`src/rtl/comp_pkg.sv`:
```
// Shared definitions for the dictionary compressor and its decompress counterpart:
// token codes, token lengths and the encoder FSM state.
package comp_pkg;
    localparam logic [1:0] CODE_ZERO = 2'b00;
    localparam logic [1:0] CODE_FULL = 2'b01;
    localparam logic [1:0] CODE_PART = 2'b10;
    localparam logic [1:0] CODE_LIT  = 2'b11;

    localparam logic [7:0] LEN_ZERO = 8'd2;
    localparam logic [7:0] LEN_FULL = 8'd6;
    localparam logic [7:0] LEN_PART = 8'd14;
    localparam logic [7:0] LEN_LIT  = 8'd34;

    typedef enum logic [1:0] {
        ST_IDLE,
        ST_ENC,
        ST_FLUSH
    } state_t;
endpackage

```
`src/rtl/comp_dict_match.sv`:
```
// 16-entry FIFO dictionary with full/partial match search and lowest-index priority.
// Match result is combinational on current contents; the write lands on the next edge.
module comp_dict_match
    import comp_pkg::*;
#(
    parameter int WIDTH = 32,
    parameter int WORD  = 16,
    parameter int IDX_W = $clog2(WORD)
) (
    input  logic             i_clk,
    input  logic             i_reset,
    input  logic [WIDTH-1:0] i_word,
    input  logic             i_enc,
    output logic [1:0]       o_code,
    output logic [IDX_W-1:0] o_idx
);
    logic [WIDTH-1:0] dict_q [WORD];
    logic [IDX_W-1:0] wr_ptr_q;
    logic             full_hit, part_hit;
    logic [IDX_W-1:0] full_idx, part_idx;

    // Scan from the top down so the lowest matching slot is the one left standing.
    always_comb begin
        full_hit = 1'b0;
        part_hit = 1'b0;
        full_idx = '0;
        part_idx = '0;
        for (int i = WORD - 1; i >= 0; i--) begin
            if (dict_q[i] == i_word) begin
                full_hit = 1'b1;
                full_idx = IDX_W'(i);
            end
            if (dict_q[i][WIDTH-1:8] == i_word[WIDTH-1:8]) begin
                part_hit = 1'b1;
                part_idx = IDX_W'(i);
            end
        end
    end

    always_comb begin
        o_code = CODE_LIT;
        o_idx  = '0;
        if (i_word == '0) begin
            o_code = CODE_ZERO;
        end else if (full_hit) begin
            o_code = CODE_FULL;
            o_idx  = full_idx;
        end else if (part_hit) begin
            o_code = CODE_PART;
            o_idx  = part_idx;
        end
    end

    always_ff @(posedge i_clk or posedge i_reset) begin
        if (i_reset) begin
            for (int i = 0; i < WORD; i++) dict_q[i] <= '0;
            wr_ptr_q <= '0;
        end else if (i_enc && (o_code == CODE_PART || o_code == CODE_LIT)) begin
            dict_q[wr_ptr_q] <= i_word;
            wr_ptr_q         <= wr_ptr_q + 1'b1;
        end
    end
endmodule

```
`src/rtl/compressor.sv`:
```
// Dictionary word compressor: packs variable-length tokens LSB-first into 128-bit chunks.
// Latency: first token enters the packer one cycle after accept; encoding stalls while a full chunk waits for i_ready.
module compressor
    import comp_pkg::*;
#(
    parameter int WIDTH_DATA_IN = 128,
    parameter int WIDTH         = 32,
    parameter int WORD          = 16,
    parameter int I_WORD        = 196,
    parameter int LENGTH_CODE   = 2
) (
    input  logic                     i_clk,
    input  logic                     i_reset,
    input  logic                     i_valid,
    output logic                     o_ready,
    input  logic [WIDTH_DATA_IN-1:0] i_data,
    input  logic                     i_last,
    output logic                     o_valid,
    input  logic                     i_ready,
    output logic [WIDTH_DATA_IN-1:0] o_data,
    output logic [7:0]               o_bits,
    output logic                     o_last
);
    localparam int IDX_W = $clog2(WORD);
    localparam int TOK_W = WIDTH + LENGTH_CODE;
    localparam logic [7:0] CHUNK = 8'(WIDTH_DATA_IN);

    state_t                   state_q, state_d;
    logic [1:0]               cnt_q, cnt_d;
    logic [WIDTH_DATA_IN-1:0] blk_q, blk_d;
    logic                     last_q, last_d;
    logic [I_WORD-1:0]        acc_q, acc_d;
    logic [7:0]               fill_q, fill_d, fill_base;
    logic                     valid_q, ready_q, olast_q;
    logic [7:0]               bits_q;

    logic [WIDTH-1:0]         word;
    logic [1:0]               code;
    logic [IDX_W-1:0]         idx;
    logic [TOK_W-1:0]         tok;
    logic [7:0]               tok_len;
    logic                     pop, enc;

    assign word = blk_q[32'(cnt_q) * WIDTH +: WIDTH];
    assign pop  = valid_q && i_ready;
    assign enc  = (state_q == ST_ENC) && (fill_q < CHUNK || pop);

    comp_dict_match #(.WIDTH(WIDTH), .WORD(WORD), .IDX_W(IDX_W)) u_dict (
        .i_clk   (i_clk),
        .i_reset (i_reset),
        .i_word  (word),
        .i_enc   (enc),
        .o_code  (code),
        .o_idx   (idx)
    );

    always_comb begin
        tok     = '0;
        tok_len = LEN_ZERO;
        case (code)
            CODE_FULL: begin
                tok     = TOK_W'({idx, CODE_FULL});
                tok_len = LEN_FULL;
            end
            CODE_PART: begin
                tok     = TOK_W'({word[7:0], idx, CODE_PART});
                tok_len = LEN_PART;
            end
            CODE_LIT: begin
                tok     = {word, CODE_LIT};
                tok_len = LEN_LIT;
            end
            default: ;
        endcase
    end

    // A pop and an insert in the same cycle: the token lands relative to the post-shift fill.
    always_comb begin
        state_d   = state_q;
        cnt_d     = cnt_q;
        blk_d     = blk_q;
        last_d    = last_q;
        fill_base = fill_q;
        if (pop) fill_base = (fill_q >= CHUNK) ? fill_q - CHUNK : 8'd0;
        acc_d     = pop ? (acc_q >> WIDTH_DATA_IN) : acc_q;
        if (enc) acc_d = acc_d | (I_WORD'(tok) << fill_base);
        fill_d    = fill_base + (enc ? tok_len : 8'd0);
        case (state_q)
            ST_IDLE: if (i_valid && ready_q) begin
                blk_d   = i_data;
                last_d  = i_last;
                cnt_d   = '0;
                state_d = ST_ENC;
            end
            ST_ENC: if (enc) begin
                cnt_d = cnt_q + 1'b1;
                if (cnt_q == 2'd3) state_d = last_q ? ST_FLUSH : ST_IDLE;
            end
            ST_FLUSH: if ((pop && fill_q <= CHUNK) || fill_q == 8'd0) state_d = ST_IDLE;
            default: state_d = ST_IDLE;
        endcase
    end

    always_ff @(posedge i_clk or posedge i_reset) begin
        if (i_reset) begin
            state_q <= ST_IDLE;
            cnt_q   <= '0;
            blk_q   <= '0;
            last_q  <= 1'b0;
            acc_q   <= '0;
            fill_q  <= '0;
            valid_q <= 1'b0;
            ready_q <= 1'b0;
            olast_q <= 1'b0;
            bits_q  <= '0;
        end else begin
            state_q <= state_d;
            cnt_q   <= cnt_d;
            blk_q   <= blk_d;
            last_q  <= last_d;
            acc_q   <= acc_d;
            fill_q  <= fill_d;
            valid_q <= (fill_d >= CHUNK) || (state_d == ST_FLUSH && fill_d != 8'd0);
            ready_q <= (state_d == ST_IDLE);
            olast_q <= (state_d == ST_FLUSH) && (fill_d != 8'd0) && (fill_d <= CHUNK);
            bits_q  <= (fill_d >= CHUNK) ? CHUNK : fill_d;
        end
    end

    assign o_valid = valid_q;
    assign o_ready = ready_q;
    assign o_last  = olast_q;
    assign o_bits  = bits_q;
    assign o_data  = acc_q[WIDTH_DATA_IN-1:0];
endmodule

```
`config.mk`:
```
export PLATFORM = sky130hd
export DESIGN_NAME = compressor
export DESIGN_NICKNAME = d
export VERILOG_FILES = /design/src/rtl/comp_pkg.sv /design/src/rtl/comp_dict_match.sv /design/src/rtl/compressor.sv
export SDC_FILE = /design/constraint.sdc
export NUM_CORES = 2
export LEC_CHECK = 0
export CAP_MARGIN = 25
export CORE_ASPECT_RATIO = 1.2
export CORE_UTILIZATION = 50
export DETAILED_ROUTE_END_ITERATION = 12
export PLACE_DENSITY = 0.78
export SETUP_SLACK_MARGIN = 0.02
export SLEW_MARGIN = 40
export SYNTH_ARGS = -nofsm -noshare
export SYNTH_HDL_FRONTEND = slang
export SYNTH_SLANG_ARGS = --single-unit
export TNS_END_PERCENT = 100
```
`constraint.sdc`:
```
create_clock -name i_clk -period 45.3 [get_ports i_clk]
set_input_delay 13.59 -clock i_clk [delete_from_list [all_inputs] [get_ports i_clk]]
set_output_delay 13.59 -clock i_clk [all_outputs]
set_load 0.05 [all_outputs]
```
==> impl_metrics.csv <==
group,metric,value,unit
floorplan,die_h,330,um
synth,async_flop_share,100,%
setup_path,critPathKind,"primary input to register",
final_layout,final_area,50500,sq um
synth,syn_nets,4970,
timing,setup_viol,0,
synth,synth_top_area_share,48.3,%
cts,postCtsResizedCells,0,
synth,ys_top_cells_by_count,"nand2_1 (1163), dfrtp_1 (864), o21ai_0 (595)",
final_layout,nets,4951,
floorplan,start_util,50.7,%
setup_path,worstPathRequired,45880,ps
placement,io_buffers,271,
drt,drc_errors,0,
cts,clkLatencyLatePin,690,ps
floorplan,die-area,90800,sq um
global_routing,overflow,0,
run,maxCapViolCount,0,
cts,cts-root-buf,"clkbuf_16",
cts,clkTransAtPathRegs,60,ps
synth,ys_ff_latch,864,
synth,avgSynthCellArea,9.28,sq um
floorplan,core-area,88300,sq um
timing,period_needed,18850,ps
setup_path,crit_path_top_delay_cell,"nand2_1",
cts,cts_tree,"built",
floorplan,num_io_pins,272,
timing,slew_violations,0,
synth,synth_most_common_cell,"nand2_1",
setup_path,r2r-start,"cnt_q[0]",
setup_path,max_stage_delay,710,ps
drt,wl,140000,um
cts,htreeDepth,3,
cts,numCtsBuffers,89,
floorplan,num_rows,119,
synth,synth.cell_area,44800,sq um
outcome,status,"completed",
timing,fin_tns_setup,0,ps
synth,synth_ff_type,"dfrtp_1",
timing,max_slew_margin,36.4,%
timing,hold_viol_final,0,
final_layout,syn2layout_area_growth,12.8,%
setup_path,crit_start,"i_ready",
drt,vias,36600,
synth,synth.yosys.seq_area_share,48.3,%
timing,rsz0062_at_grt,"false",
synth,synth_edf_count,0,
setup_path,cp-end-kind,"register",
drt,drt_iter0_markers,3963,
final_layout,fin_util,57.2,%
cts,hold_buffers,0,
synth,syn_inst,4825,
timing,clock_skew,46.8,ps
min_path,hold_start,"acc_q[190]",
global_routing,antenna_found_initial,3,
drt,ant_nets,0,
placement,dpl.hpwl,90200,um
global_routing,first_global_vias,35600,
cts,clk_path_buf_depth,3,
synth,synth_area_leaders,"dfrtp_1 (48%), nand2_1 (9.7%), xnor2_1 (7.7%)",
timing,fmax,0.0530,GHz
setup_path,cp_max_fo,52,
cts,post-cts-setup-buffer-count,0,
min_path,min_path_type,"register to register",
timing,worst_hold_slack,485,ps
global_routing,grt_max_degree,142,
final_layout,drive_above_1_share,7.73,%
synth,synth_cell_types,98,
drt,drtPass1Iterations,8,
timing,fin_crit_sh,41.6,%
drt,drt-vias-per-instance,6.08,
synth,synth_warnings,0,
drt,drt-wirelength-per-cell,23.3,um
global_routing,track_usage,31.0,%
setup_path,cp-start-kind,"primary input",
cts,clock_sinks,864,
synth,synth_largest_area_cell,"dfrtp_1",
setup_path,cp.arrival,19430,ps
final_layout,insertedDiodeCount,0,
floorplan,die_w,275,um
timing,worstMarginPinSlew,950,ps
placement,placedInstanceArea,47400,sq um
setup_path,cp_cell_sequence,"clkdlybuf4s50_1, and2_2, buf_4, nand2b_1, nand2_1, clkinv_2, nor2_1, nand3_1, o22ai_1, nand2_1, a31oi_1, or2_1, a31oi_1, o21ai_0",
placement,gp_congestion,0.968,
global_routing,grt_pass1_wl,214000,um
[worst paths after layout]
path                                      end  slack, ps  cells past startpoint
setup / recovery                    acc_q[93]      26450                     14
hold / removal                     acc_q[190]        480                      1
setup reg to reg                    acc_q[93]      36750                     21
hold reg to reg                    acc_q[190]        480                      1
max in group asynchronous  u_dict.dict_q[136]      28530                      7
min in group asynchronous  u_dict.dict_q[434]      13450                      2
[kinds of logic (layout without fill, tap and decap cells)]
kind of cell	Yosys count	in the layout	share of synthesized area, %
fa+ha+maj	13	13	0.374
compound gates	1019	1019	14.0
buf+inv	489	541	5.94
flops	864	864	48.3
mux	139	139	4.19
xor+xnor	529	529	10.4
simple gates	1772	1772	16.9
[state kept, by name, summed over array words and instances, names as in the netlist]
name,count
last_q,1
o_valid,1
blk_q,128
acc_q,196
u_dict.wr_ptr_q,4
o_ready,1
fill_q,8
o_last,1
cnt_q,2
o_bits,8
state_q,2
u_dict.dict_q,512
[metal layers]
| metal | part of all wire (%) | vias up | global-route usage [%] |
|---|---|---|---|
| met5 | 0 | - | 0 |
| met4 | 6.4 | 0 | 17.4 |
| met3 | 9.3 | 500 | 5.64 |
| met2 | 46 | 2068 | 49.1 |
| met1 | 39 | 17800 | 40.2 |
| li1 | - | 16300 | - |
[stage by stage]
stage          setup WS (ps)  std cells
4_1_cts                26680       6025
5_1_grt                26090       6026
3_5_place_dp           26040       5863
6_report               26450       6026
3_3_place_gp           25720       5860
2_1_floorplan           7430       4825
[critical path: cells and delay by family]
kind / cells / cell delay (ps)
AOI/OAI and AO/OA: 4 / 1670
buffers and inverters: 3 / 1930
and+or+nand+nor: 7 / 2190
[final cells by class]
type | count | area (sq um)
flip-flops and latches | 864 | 21600
repair buffers | 363 | 3530
inverters | 16 | 75.1
well taps | 1149 | 1440
multi-input cells | 3472 | 20800
fillers | 7506 | 37800
clock inverters | 28 | 398
clock buffers | 134 | 2670
[placed cells by master, fill, tap and decap left out, types with 10 or more instances in the layout]
cell             netlist  routed
nand2_1             1163    1156
dfrtp_1              864     862
o21ai_0              595     592
xnor2_1              392     391
clkdlybuf4s50_1        0     271
nor2_1               232     227
xor2_1               136     136
nand4_1              119     119
clkbuf_16              0      90
buf_4                174      79
mux2i_1               78      78
a21oi_1               54      52
and2_1                53      52
nand3_1               62      51
nor4_1                49      45
o21ai_1               43      41
o22ai_1               37      37
mux4_2                35      35
a221o_1               32      32
o221ai_1              32      32
clkbuf_8               0      26
a22o_1                25      25
mux2_2                23      23
a21o_1                20      20
clkbuf_1             244      19
a22oi_1               18      18
nor3_1                19      18
a221oi_1              17      17
clkinv_2               0      17
a211oi_1              16      15
and3_1                16      15
o31ai_1               12      12
ha_1                  11      11
o211ai_1              10      10
Power is left out: the tool's default activity adds up to more than one toggle a clock period on the data nets, which glitch-free logic cannot reach.
